[config.mk]
export PLATFORM = sky130hd
export DESIGN_NAME = backtrack_push
export DESIGN_NICKNAME = d
export VERILOG_FILES = /design/src/rtl/backtrack_push.sv
export SDC_FILE = /design/constraint.sdc
export NUM_CORES = 1
export LEC_CHECK = 0
export BUFFER_PORTS_ARGS = -buffer_cell sky130_fd_sc_hd__clkbuf_2
export CAP_MARGIN = 20
export CORE_MARGIN = 3
export CORE_UTILIZATION = 51
export CTS_CLUSTER_SIZE = 16
export DETAILED_ROUTE_END_ITERATION = 10
export GPL_TIMING_DRIVEN = 0
export PLACE_DENSITY = 0.83
export SYNTH_ARGS = -nofsm -noshare
export SYNTH_HDL_FRONTEND = slang
export SYNTH_SLANG_ARGS = --single-unit
export TNS_END_PERCENT = 50
[constraint.sdc]
create_clock -name CLK -period 4.4 [get_ports CLK]
set_clock_uncertainty 0.15 [all_clocks]
set_input_delay 0.66 -clock CLK [delete_from_list [all_inputs] [get_ports CLK]]
set_output_delay 0.66 -clock CLK [all_outputs]
set_load 0.05 [all_outputs]
[src/rtl/backtrack_push.sv]
// Viterbi traceback: walks the backpointer RAM from word N-1 down to word 0,
// pushing one POS tag per cycle so the stack later pops in sentence order.
module backtrack_push #(
    parameter int word_num     = 16,
    parameter int word_num_bit = 4,
    parameter int POS_num      = 11,
    parameter int POS_num_bit  = 4
) (
    input  logic                                CLK,
    input  logic                                reset,
    input  logic                                start,
    input  logic                                abort,
    input  logic [word_num_bit:0]               word_count,
    input  logic [POS_num_bit-1:0]              best_last_POS,
    output logic [word_num_bit+POS_num_bit-1:0] bp_addr,
    output logic                                bp_rd_en,
    input  logic [POS_num_bit-1:0]              bp_data,
    output logic [POS_num_bit-1:0]              POS_Stack,
    output logic                                RW_Stack_POS,
    output logic                                busy,
    output logic                                done,
    output logic                                error,
    output logic [1:0]                          dbg_state
);

    typedef enum logic [1:0] {IDLE, PUSH, DONE, ERR} state_t;

    localparam logic [word_num_bit:0]   WORD_MAX = (word_num_bit+1)'(word_num);
    localparam logic [POS_num_bit-1:0]  POS_MAX  = POS_num_bit'(POS_num);
    localparam logic [word_num_bit-1:0] IDX_ONE  = word_num_bit'(1);

    state_t                  state, state_nxt;
    logic [word_num_bit-1:0] idx, idx_nxt;
    logic [POS_num_bit-1:0]  cur_pos, pos_nxt;
    logic                    start_legal;

    // Request protocol: start is a single-cycle request that only IDLE
    // accepts; abort is a level that wins over everything at the next edge.
    assign start_legal = (word_count != '0) && (word_count <= WORD_MAX) &&
                         (best_last_POS < POS_MAX);
    assign dbg_state   = state;

    always_ff @(posedge CLK or negedge reset) begin
        if (!reset) begin
            state   <= IDLE;
            idx     <= '0;
            cur_pos <= '0;
        end else begin
            state   <= state_nxt;
            idx     <= idx_nxt;
            cur_pos <= pos_nxt;
        end
    end

    always_comb begin
        state_nxt    = state;
        idx_nxt      = idx;
        pos_nxt      = cur_pos;
        bp_addr      = '0;
        bp_rd_en     = 1'b0;
        POS_Stack    = '0;
        RW_Stack_POS = 1'b0;
        busy         = 1'b0;
        done         = 1'b0;
        error        = 1'b0;
        case (state)
            IDLE: begin
                if (start && !abort) begin
                    if (start_legal) begin
                        idx_nxt   = word_count[word_num_bit-1:0] - IDX_ONE;
                        pos_nxt   = best_last_POS;
                        state_nxt = PUSH;
                    end else begin
                        // Pulse is combinational, so keep it quiet while reset is held.
                        error = reset;
                    end
                end
            end
            PUSH: begin
                busy         = 1'b1;
                RW_Stack_POS = 1'b1;
                POS_Stack    = cur_pos;
                if (idx != '0) begin
                    bp_rd_en  = 1'b1;
                    bp_addr   = {idx, cur_pos};
                    idx_nxt   = idx - IDX_ONE;
                    pos_nxt   = bp_data;
                    state_nxt = (bp_data >= POS_MAX) ? ERR : PUSH;
                end else begin
                    state_nxt = DONE;
                end
            end
            DONE: begin
                busy      = 1'b1;
                done      = 1'b1;
                state_nxt = IDLE;
            end
            ERR: begin
                busy  = 1'b1;
                error = 1'b1;
            end
            default: state_nxt = IDLE;
        endcase
        if (abort) begin
            state_nxt = IDLE;
            idx_nxt   = idx;
            pos_nxt   = cur_pos;
        end
    end

endmodule

**After elaboration in Yosys (flattened, before gate mapping)**

Index checks and enable logic that the tools add are counted.

- Add/subtract/negate cells: 2
- Multiply operators: 0
- Divide/modulo/power cells: 0
- $lt $le $gt $ge: 3
- Equal/unequal tests: 8
- Shifts and indexed selects: 0
- Muxes and demuxes: 25
- Bitwise logic cells: 1
- Reduce and logical (&&, ||, !) cells: 12

Operators by type and width:

| cell | count |
|---|---|
| $mux 4 | 7 |
| $mux 8 | 2 |
| $pmux 4 s2 | 2 |
| $mux 2 | 5 |
| $reduce_bool 4->1 | 2 |
| $sub 4x1->4 const B | 2 |
| $mux 1 | 7 |
| $ne 2x2->1 const B | 3 |
| $ne 3x3->1 const B | 2 |
| $pmux 2 s3 | 1 |
| $le 5x5->1 const B | 1 |
| $reduce_and 5->1 | 1 |
| $reduce_bool 5->1 | 1 |
| $eq 2x2->1 const B | 2 |
| $ge 4x4->1 const B | 1 |
| $lt 4x4->1 const B | 1 |
| $logic_and 1x1->1 | 3 |
| $reduce_and 3->1 | 1 |
| $reduce_or 3->1 | 1 |
| $eq 2x1->1 const B | 1 |
| $logic_not 2->1 | 1 |
| $pmux 1 s2 | 1 |
| $reduce_bool 2->1 | 1 |
| $logic_not 1->1 | 1 |
| $not 1->1 | 1 |

- Register bits: 10
- Bits in latches: 0
- Bits in writable memories: 0
- ROM bits: 0
- Input bits: 17
- Output and inout port bits: 19
- Memories kept: 0

**Longest topological paths before layout**

- Word-level depth: 7
- Mapped depth: 8
- Depth with buffers taken out: 7

**Worst setup path after synthesis**

No wires, ideal clock.

- Path kind: reg-to-output
- Start: reg state[1], in the netlist dbg_state[1]
- End: out bp_addr[0]
- Arrival: 2.905 ns
- Required time: 3.590 ns
- Path slack: 0.685 ns
- Stages on the path, launching flop included: 6
- Cells stage by stage: dfrtp_1 inv_1 ha_1 buf_4 nor2b_1 and2_1

- Word-level cells in the longest chain between the ends: 2

Ends and longest elaborated chain:

| item | RTL line | source |
|---|---|---|
| from (decl) | 32 | `state_t state, state_nxt;` |
| from (signal assigned) | 49 | `state <= state_nxt;` |
| $eq 2x1->1 | 66 | `case (state)` |
| $mux 8 | 66 |  |
| to (decl) | 15 | `output logic [word_num_bit+POS_num_bit-1:0] bp_addr,` |

Every way passes these cells.

**Worst setup path after layout**

- Start: reg state[1], in the netlist dbg_state[1]
- End: out bp_addr[3]

Same word-level chain as after synthesis.

==> results.json <==
{
  "maxSlewHeadroom": 0.746,
  "critPathArrivalTime_ns": 1.99,
  "endpoint_kind": "output port",
  "die_w_um": 48.3,
  "setup_violations": 0,
  "path_class": "reg2out",
  "yosysSeqAreaShare": 0.275,
  "fmax_mhz": 357,
  "synth.most_common_cell": "and2_1",
  "cts-root-buf": "clkbuf_4",
  "cts_hold_buf": 0,
  "numPortBuffers": 35,
  "start_kind": "flip-flop",
  "design_area_mm2": 0.00114,
  "vias_per_cell": 5.35,
  "antenna_found_initial": 0,
  "rows": 14,
  "dr_total_vias": 851,
  "cts_setup_buffers": 0,
  "clkLatencyLatePin_ns": 0.27,
  "status": "complete, no violations",
  "hold_violations": 0,
  "cts_tree": "done",
  "antenna_left": 0,
  "ys_top_cells_by_area": "dfrtp_1 (27%), mux2i_1 (8.8%), and2_1 (8.2%)",
  "clk_pin_slew_ns": 0.07,
  "cp_max_fo": 10,
  "dieArea_mm2": 0.00233,
  "wirelength_um": 2120,
  "final_util": 0.714,
  "yosys.area.top_type_share": 0.275,
  "hold_class": "in2async",
  "start_util": 0.571,
  "nFillCells": 128,
  "clock_path_buffers": 2,
  "grt_max_degree": 12,
  "routedWlPerCell_um": 13.3,
  "synth-main-ff-cell": "dfrtp_1",
  "layout_min_cycle_time_ns": 2.80,
  "first_global_vias": 752,
  "synthCells": 97,
  "vdd_drop_max_mv": 0.265,
  "finalSetupTns_ns": 0,
  "syn-num-nets": 120,
  "first_pass_iters": 4,
  "track_usage": 0.201,
  "grt_overflow": 0,
  "required_ns": 3.59,
  "maxCapViolations": 0,
  "numCtsBuffers": 3,
  "synth_common_cells": "and2_1 (12), dfrtp_1 (10), mux2i_1 (8), nor2_1 (8)",
  "p_leak_nw": 0.556,
  "worst_slew_pin_slew_ns": 0.371,
  "maxSlewViolCount": 0,
  "netlist_area_um2": 911,
  "dieHeight_um": 48.3,
  "synth_top_area_cell": "dfrtp_1",
  "synthArstFlopShare": 1.00,
  "areaGrowthSynthToFinish_pct": 25.0,
  "diodes": 0,
  "fin_crit_sh": 0.637,
  "drtIter0Drc": 18,
  "rsz0062_at_grt": "no",
  "dp_hpwl_um": 1770,
  "yosys.cell_types.count": 40,
  "synth-edff-count": 0,
  "ys_ff_latch": 10,
  "avgSynthCellArea_um2": 9.39,
  "grt_pass1_wl_um": 3220,
  "pin_count": 36,
  "drive_above_1_share": 0.393,
  "synth_warnings": 0,
  "drc": 0,
  "globalplace.congestion": 0.850,
  "dpl-instance-area_mm2": 0.00112,
  "cts_sinks": 10,
  "nNetsFinal": 160,
  "cts.repair.resized": 0,
  "coreArea_mm2": 0.00159,
  "cts-htree-levels": 1,
  "p_per_area_mw_per_mm2": 433
}
cells by family after synthesis:
logic type / Yosys count / share of synthesized area
simple gates: 45 / 0.317
compound gates: 17 / 0.151
mux: 10 / 0.115
flops: 10 / 0.275
buf+inv: 8 / 0.0494
fa+ha+maj: 6 / 0.0824
xor+xnor: 1 / 0.00962
final timing paths:
kind                            depth (start not counted)  slack, ns    startpoint          to
worst min register to register                          2       0.38    cur_pos[0]  cur_pos[0]
worst max register to register                          8       2.12  dbg_state[1]      idx[3]
min in group CLK                                        2       0.38    cur_pos[0]  cur_pos[0]
max in group asynchronous                               1       3.76         reset      idx[1]
worst max-delay path                                    6       1.60  dbg_state[1]  bp_addr[3]
worst min-delay path                                    1       0.11         reset  cur_pos[3]
cell usage in the layout (no fill, tap or decap), types with 2 or more instances in the layout:
cell type  instances
a211oi_1           2
clkbuf_4           3
dfrtp_1           10
inv_1              4
mux2i_1            8
nor2_1             8
nand2_1            6
nor3_1             2
nand2b_1           2
and2_1            12
ha_1               6
nand3_1            2
buf_4              2
clkbuf_2          35
a21oi_1            4
a21oi_2            3
power by group:
| part | leakage, nW | switching (W) | internal (W) |
|---|---|---|---|
| clock network | 0.0138 | 0.0000338 | 0.0000316 |
| registers | 0.117 | 0.0000367 | 0.000125 |
| logic | 0.425 | 0.000175 | 0.0000906 |
final cells by class:
| type | count | area, um2 | area share |
|---|---|---|---|
| multi-input combinational | 79 | 616 | 0.541 |
| sequential | 10 | 250 | 0.220 |
| timing repair buffer | 35 | 175 | 0.154 |
| inverter | 4 | 15.0 | 0.0132 |
| tap | 24 | 30.0 | 0.0264 |
| clock buffer | 3 | 22.5 | 0.0198 |
| buffer | 4 | 30.0 | 0.0264 |
metrics by stage:
step           std cells  hold WS (ns)  setup WS, ns  power, W
2_1_floorplan         97         0.214         0.685  0.000367
3_3_place_gp         156         0.357          1.82  0.000420
3_5_place_dp         156         0.371          1.80  0.000430
4_1_cts              159         0.119          1.58  0.000496
5_1_grt              159         0.114          1.46  0.000526
6_report             159         0.113          1.60  0.000493
per-layer routing:
layer / share of wire / GRT usage / vias up / routed length [um]
li1: - / - / 414 / -
met1: 0.41 / 0.225 / 393 / 871
met2: 0.49 / 0.365 / 40 / 1040
met3: 0.085 / 0.0590 / 4 / 181
met4: 0.0099 / 0.0538 / 0 / 21
met5: 0 / 0 / - / 0
registers in the layout, summed over array words and instances (netlist names):
name       count
idx            4
cur_pos        4
dbg_state      2
critical path: stages (launching register included):
cell      delay (ns)
dfrtp_1         0.44
inv_1           0.13
ha_1            0.18
buf_4           0.18
nor2b_1         0.35
and2_1          0.18
clkbuf_2        0.27
Power figures use the tool's default switching activity.
